### src/rtl/vga_timing_pkg.sv
// vga_timing_pkg: shared helpers, polarity constants and standard VESA mode sets
package vga_timing_pkg;
   localparam bit POL_NEG = 1'b0;
   localparam bit POL_POS = 1'b1;

   typedef struct packed {
      int h_active;
      int h_front;
      int h_sync;
      int h_back;
      int v_active;
      int v_front;
      int v_sync;
      int v_back;
      bit hs_pol;
      bit vs_pol;
   } vga_mode_t;

   localparam vga_mode_t MODE_640X480 = '{
      h_active: 640, h_front: 16, h_sync: 96, h_back: 48,
      v_active: 480, v_front: 10, v_sync: 2, v_back: 33,
      hs_pol: POL_NEG, vs_pol: POL_NEG};

   localparam vga_mode_t MODE_800X600 = '{
      h_active: 800, h_front: 40, h_sync: 128, h_back: 88,
      v_active: 600, v_front: 1, v_sync: 4, v_back: 23,
      hs_pol: POL_POS, vs_pol: POL_POS};

   localparam vga_mode_t MODE_1024X768 = '{
      h_active: 1024, h_front: 24, h_sync: 136, h_back: 160,
      v_active: 768, v_front: 3, v_sync: 6, v_back: 29,
      hs_pol: POL_NEG, vs_pol: POL_NEG};

   function automatic int clog2(input int v);
      int r;
      r = 0;
      while ((1 << r) < v) r++;
      return r;
   endfunction
endpackage

### src/rtl/vga_delay_line.sv
// vga_delay_line: ce-gated shift register with per-bit reset values; DEPTH=0 is a wire
module vga_delay_line #(
   parameter int               WIDTH   = 5,
   parameter int               DEPTH   = 2,
   parameter logic [WIDTH-1:0] RST_VAL = '0
) (
   input  logic             i_clk,
   input  logic             i_reset_n,
   input  logic             i_ce,
   input  logic [WIDTH-1:0] i_d,
   output logic [WIDTH-1:0] o_q
);
   if (DEPTH == 0) begin : g_pass
      assign o_q = i_d;
   end else begin : g_sr
      logic [WIDTH-1:0] r_sr [DEPTH];
      always_ff @(posedge i_clk) begin
         if (!i_reset_n) begin
            for (int k = 0; k < DEPTH; k++) r_sr[k] <= RST_VAL;
         end else if (i_ce) begin
            r_sr[0] <= i_d;
            for (int k = 1; k < DEPTH; k++) r_sr[k] <= r_sr[k-1];
         end
      end
      assign o_q = r_sr[DEPTH-1];
   end
endmodule

### src/rtl/vga_timing_gen.sv
// vga_timing_gen: parametrised VGA raster timing with coordinates issued LOOKAHEAD
// pixel periods ahead of sync/active so a pipelined pixel source lines up at the pins
module vga_timing_gen
   import vga_timing_pkg::*;
#(
   parameter int H_ACTIVE       = 640,
   parameter int H_FRONT_PORCH  = 16,
   parameter int H_SYNC         = 96,
   parameter int H_BACK_PORCH   = 48,
   parameter int V_ACTIVE       = 480,
   parameter int V_FRONT_PORCH  = 10,
   parameter int V_SYNC         = 2,
   parameter int V_BACK_PORCH   = 33,
   parameter bit HS_ACTIVE_HIGH = 1'b0,
   parameter bit VS_ACTIVE_HIGH = 1'b0,
   parameter int LOOKAHEAD      = 2,
   localparam int H_TOTAL = H_ACTIVE + H_FRONT_PORCH + H_SYNC + H_BACK_PORCH,
   localparam int V_TOTAL = V_ACTIVE + V_FRONT_PORCH + V_SYNC + V_BACK_PORCH,
   localparam int H_W     = clog2(H_TOTAL),
   localparam int V_W     = clog2(V_TOTAL)
) (
   input  logic           i_clk,
   input  logic           i_reset_n,
   input  logic           i_ce,
   output logic           o_req,
   output logic [H_W-1:0] o_px,
   output logic [V_W-1:0] o_py,
   output logic           o_hs,
   output logic           o_vs,
   output logic           o_active,
   output logic           o_line_start,
   output logic           o_frame_start
);
   if (H_FRONT_PORCH < 1 || H_SYNC < 1 || H_BACK_PORCH < 1 || V_FRONT_PORCH < 1 ||
       V_SYNC < 1 || V_BACK_PORCH < 1 || LOOKAHEAD < 0 || LOOKAHEAD > 15) begin : g_bad_cfg
      $fatal(1, "vga_timing_gen: illegal porch/sync/lookahead parameters");
   end

   localparam logic [H_W-1:0] H_LAST = H_W'(H_TOTAL - 1);
   localparam logic [H_W-1:0] H_ACT  = H_W'(H_ACTIVE);
   localparam logic [H_W-1:0] H_SB   = H_W'(H_ACTIVE + H_FRONT_PORCH);
   localparam logic [H_W-1:0] H_SE   = H_W'(H_ACTIVE + H_FRONT_PORCH + H_SYNC);
   localparam logic [V_W-1:0] V_LAST = V_W'(V_TOTAL - 1);
   localparam logic [V_W-1:0] V_ACT  = V_W'(V_ACTIVE);
   localparam logic [V_W-1:0] V_SB   = V_W'(V_ACTIVE + V_FRONT_PORCH);
   localparam logic [V_W-1:0] V_SE   = V_W'(V_ACTIVE + V_FRONT_PORCH + V_SYNC);
   localparam logic [4:0]     DISP_RST = {~HS_ACTIVE_HIGH, ~VS_ACTIVE_HIGH, 3'b000};

   logic [H_W-1:0] r_h;
   logic [V_W-1:0] r_v;
   logic           r_req;
   logic [H_W-1:0] r_px;
   logic [V_W-1:0] r_py;
   logic [4:0]     r_disp;
   logic [4:0]     w_disp;
   logic [4:0]     w_dly;
   logic           w_h_last;
   logic           w_v_last;
   logic           w_req;
   logic           w_hs_on;
   logic           w_vs_on;

   assign w_h_last = r_h == H_LAST;
   assign w_v_last = r_v == V_LAST;
   assign w_req    = (r_h < H_ACT) && (r_v < V_ACT);
   assign w_hs_on  = (r_h >= H_SB) && (r_h < H_SE);
   assign w_vs_on  = (r_v >= V_SB) && (r_v < V_SE);
   // Display bits are carried at pin polarity so the delay line resets to idle levels
   assign w_disp = {w_hs_on ~^ HS_ACTIVE_HIGH, w_vs_on ~^ VS_ACTIVE_HIGH, w_req,
                    r_h == '0, (r_h == '0) && (r_v == '0)};

   vga_delay_line #(.WIDTH(5), .DEPTH(LOOKAHEAD), .RST_VAL(DISP_RST)) u_dly (
      .i_clk     (i_clk),
      .i_reset_n (i_reset_n),
      .i_ce      (i_ce),
      .i_d       (w_disp),
      .o_q       (w_dly)
   );

   always_ff @(posedge i_clk) begin
      if (!i_reset_n) begin
         r_h    <= '0;
         r_v    <= '0;
         r_req  <= 1'b0;
         r_px   <= '0;
         r_py   <= '0;
         r_disp <= DISP_RST;
      end else if (i_ce) begin
         r_h    <= w_h_last ? '0 : r_h + 1'b1;
         if (w_h_last) r_v <= w_v_last ? '0 : r_v + 1'b1;
         r_req  <= w_req;
         r_px   <= w_req ? r_h : '0;
         r_py   <= w_req ? r_v : '0;
         r_disp <= w_dly;
      end
   end

   assign o_req = r_req;
   assign o_px  = r_px;
   assign o_py  = r_py;
   assign {o_hs, o_vs, o_active, o_line_start, o_frame_start} = r_disp;
endmodule
### config.mk
export PLATFORM = sky130hd
export DESIGN_NAME = vga_timing_gen
export DESIGN_NICKNAME = d
export VERILOG_FILES = /design/src/rtl/vga_timing_pkg.sv /design/src/rtl/vga_delay_line.sv /design/src/rtl/vga_timing_gen.sv
export SDC_FILE = /design/constraint.sdc
export NUM_CORES = 1
export LEC_CHECK = 0
export CORE_MARGIN = 4
export CORE_UTILIZATION = 45
export CTS_CLUSTER_SIZE = 8
export DETAILED_ROUTE_END_ITERATION = 12
export GPL_TIMING_DRIVEN = 0
export PLACE_DENSITY_LB_ADDON = 0.2
export SYNTH_ARGS = -nofsm -noshare
export SYNTH_HDL_FRONTEND = slang
export SYNTH_SLANG_ARGS = --single-unit
### constraint.sdc
create_clock -name i_clk -period 2 [get_ports i_clk]
set_input_delay 0.3 -clock i_clk [delete_from_list [all_inputs] [get_ports i_clk]]
set_output_delay 0.3 -clock i_clk [all_outputs]
set_load 0.02 [all_outputs]
==> impl_metrics.py <==
metrics = {
    "finish": {
        "fin_area_mm2": 0.00280,
        "drive_above_1_share_pct": 11.3,
        "synthToLayoutAreaGrowth_pct": 22.5,
        "layout_commonest_cell": "dfxtp_1",
        "nNetsFinal": 271,
        "antenna_cells": 0,
        "final_cell_mix": "dfxtp_1 (44), clkdlybuf4s50_1 (27), nand2_1 (19)",
    },
    "worst_setup_path": {
        "worst-setup-path-type": "register to register",
        "max_stage_delay_ns": 0.58,
        "crit_arrival_ns": 2.17,
        "crit_path_top_delay_cell": "or4_4",
        "crit_path_cell_trace": "ha_4 > nand4_1 > or4_4 > or4_1 > a21oi_1",
        "cp_max_fo": 4,
        "worstPathRequired_ns": 2.24,
        "end_kind": "register",
        "reg2reg_depth": 5,
        "cp-start-kind": "register",
    },
    "route": {
        "drt-initial-drc-count": 85,
        "vias": 1742,
        "drt_wl_total_um": 4860,
        "wire_per_inst_um": 14.6,
        "drt_pass1_iterations": 5,
        "drtAntennaViolNets": 0,
        "routed_via_density": 5.25,
        "drc": 0,
    },
    "flow_run": {
        "drv_cap": 0,
    },
    "synthesis": {
        "synth_seq_area_share_pct": 53.4,
        "ys_warn_count": 0,
        "synthCells": 224,
        "synth.area.top_cells": "dfxtp_1 (40%), edfxtp_1 (13%), a22o_1 (6.9%)",
        "syn-cell-area_mm2": 0.00229,
        "synth_seq_cells": 56,
        "synthesis.nets": 231,
        "syn_avg_cell_area_um2": 10.2,
        "yosysUniqueCellTypes": 41,
        "synth_area_leader_cell": "dfxtp_1",
        "synth_top_area_share_pct": 40.2,
    },
    "floorplan": {
        "rows": 25,
        "dieHeight_um": 79.3,
        "io-pin-count": 29,
        "start_util_pct": 47.5,
        "die_area_mm2": 0.00629,
        "die_w_um": 79.3,
        "design.core.area_mm2": 0.00482,
    },
    "power": {
        "leakage_nw": 0.996,
        "peakVddDrop_mv": 0.270,
        "power.density_mw_per_mm2": 677,
    },
    "outcome": {
        "status": "complete, no violations",
    },
    "sta": {
        "slew_viol_final": 0,
        "finalHoldViolCount": 0,
        "finalCritPeriodShare_pct": 96.8,
        "final.setup_skew_ns": 0.00509,
        "holdWs_ns": 0.384,
        "rsz0062_at_grt": "no",
        "worst_pin_slew_ns": 0.564,
        "fin_tns_setup_ns": 0,
        "post-route-min-period_ns": 1.94,
        "setup_viol": 0,
        "fmax_ghz": 0.516,
        "slew_headroom_pct": 62.4,
    },
    "clock_tree": {
        "cts.htree.levels": 2,
        "cts_tree": "done",
        "insertion_delay_ns": 0.30,
        "cts_sinks": 56,
        "numCtsBuffers": 5,
        "cts-root-buf": "clkbuf_8",
        "path_clk_slew_ns": 0.10,
        "clock_path_buffers": 2,
    },
    "global_route": {
        "grt_pass1_wl_um": 7920,
        "grt_pass1_vias": 1622,
        "met1_usage_pct": 21.5,
        "grt_use_total_pct": 16.0,
        "grt_busiest_layer": "met2",
        "antenna_found_initial": 0,
        "use_met2_pct": 25.6,
        "grt-ovfl-total": 0,
        "grt_max_degree": 18,
        "met3_usage_pct": 2.83,
    },
    "worst_hold_path": {
        "hold_path.class": "primary input to register",
        "min_path_cells": 3,
    },
    "placement": {
        "hpwl_um": 3390,
        "place_congestion": 0.809,
        "port_buffers": 27,
        "placed_area_mm2": 0.00264,
    },
}
[sequential cells by signal, summed over array words and instances (netlist names)]
register         cells
o_px                10
o_py                10
o_req                1
r_disp               5
r_h                 10
r_v                 10
u_dly.g_sr.r_sr     10
[worst paths after layout]
kind | start | end | slack, ns
min | i_ce | r_disp[0]$_SDFFE_PN0P_ | 0.38
min reg2reg | o_req$_SDFFE_PN0P_ | o_req$_SDFFE_PN0P_ | 0.46
max | r_h[0]$_SDFFE_PN0P_ | r_v[8]$_SDFFE_PN0P_ | 0.06
max reg2reg | r_h[0]$_SDFFE_PN0P_ | r_v[8]$_SDFFE_PN0P_ | 0.06
[worst max-delay path: cells and delay by family, from the launching register on]
family / cells / cell delay (ns)
AND/OR/NAND/NOR: 3 / 1.20
flip-flops: 1 / 0.39
adder cells (fa/ha/maj): 1 / 0.15
AO/OA/AOI/OAI: 1 / 0.13
[cell usage after synthesis]
cell       number
a21o_1          1
a21oi_1         4
a22o_1         18
and2_1          5
and3_1          5
and4_1          3
and4_2          1
buf_2           2
buf_6           2
clkbuf_1       10
clkbuf_2        2
dfxtp_1        46
edfxtp_1       10
ha_1            4
inv_1           7
mux2i_1         5
nand2_1        19
nand2b_1        1
nand3_1         8
nand3b_1        1
nand4_1         5
nand4b_1        1
nand4bb_1       1
nor2_1         12
nor2b_1         5
nor3_1          6
nor4_1          3
nor4b_1         1
nor4bb_1        1
o21ai_0         6
o21ai_1         1
o22ai_1         3
o31ai_1         3
or2_2           2
or3_1           3
or3_2           1
or3b_4          1
or4_1           3
or4_4           1
xnor2_1         8
xor2_1          3
[kinds of logic after synthesis]
| logic type | after synthesis | share of synthesized area (%) |
|---|---|---|
| AO/OA/AOI/OAI | 36 | 11.4 |
| XOR/XNOR | 11 | 4.21 |
| adder cells (fa/ha/maj) | 4 | 2.19 |
| buffers and inverters | 23 | 4.65 |
| flip-flops | 56 | 53.4 |
| multiplexers | 5 | 2.19 |
| AND/OR/NAND/NOR | 89 | 22.0 |
[repair_timing]
item	in CTS	in global routing
gates resized for setup	6	2
pin swaps	2	4
setup buffers	3	4
hold buffers	0	0
setup endpoints to repair	7	4
[area by class of cell]
type | instances | area, um^2
Buffer | 15 | 76.3
Clock buffer | 6 | 72.6
Clock inverter | 2 | 16.3
Fill cell | 436 | 2010
Inverter | 7 | 26.3
Multi-Input combinational cell | 145 | 977
Sequential cell | 56 | 1230
Tap cell | 67 | 83.8
Timing Repair Buffer | 34 | 323
[report_power, final]
group	total [W]	internal, W	switching, W
combinational	0.000101	0.0000388	0.0000618
clock	0.000617	0.000250	0.000367
sequential	0.00118	0.00117	0.0000110
total	0.00190	0.00146	0.000439
[per-layer routing]
layer,share of wire [%],vias to the layer above
met5,0,-
met4,0.80,0
met3,2.6,4
met2,47,24
met1,50,835
li1,-,879
[metrics by stage]
stage          total power [W]  util, %  worst slack, ns  cells
2_1_floorplan          0.00127        -          0.00980    224
3_3_place_gp           0.00130     54.9           -0.217    318
3_5_place_dp           0.00130     54.9           -0.245    318
4_1_cts                0.00190     57.6           0.0139    329
5_1_grt                0.00197     58.2          0.00345    332
6_report               0.00190     58.2           0.0638    332
No activity file was read; power rests on OpenSTA's default activity.
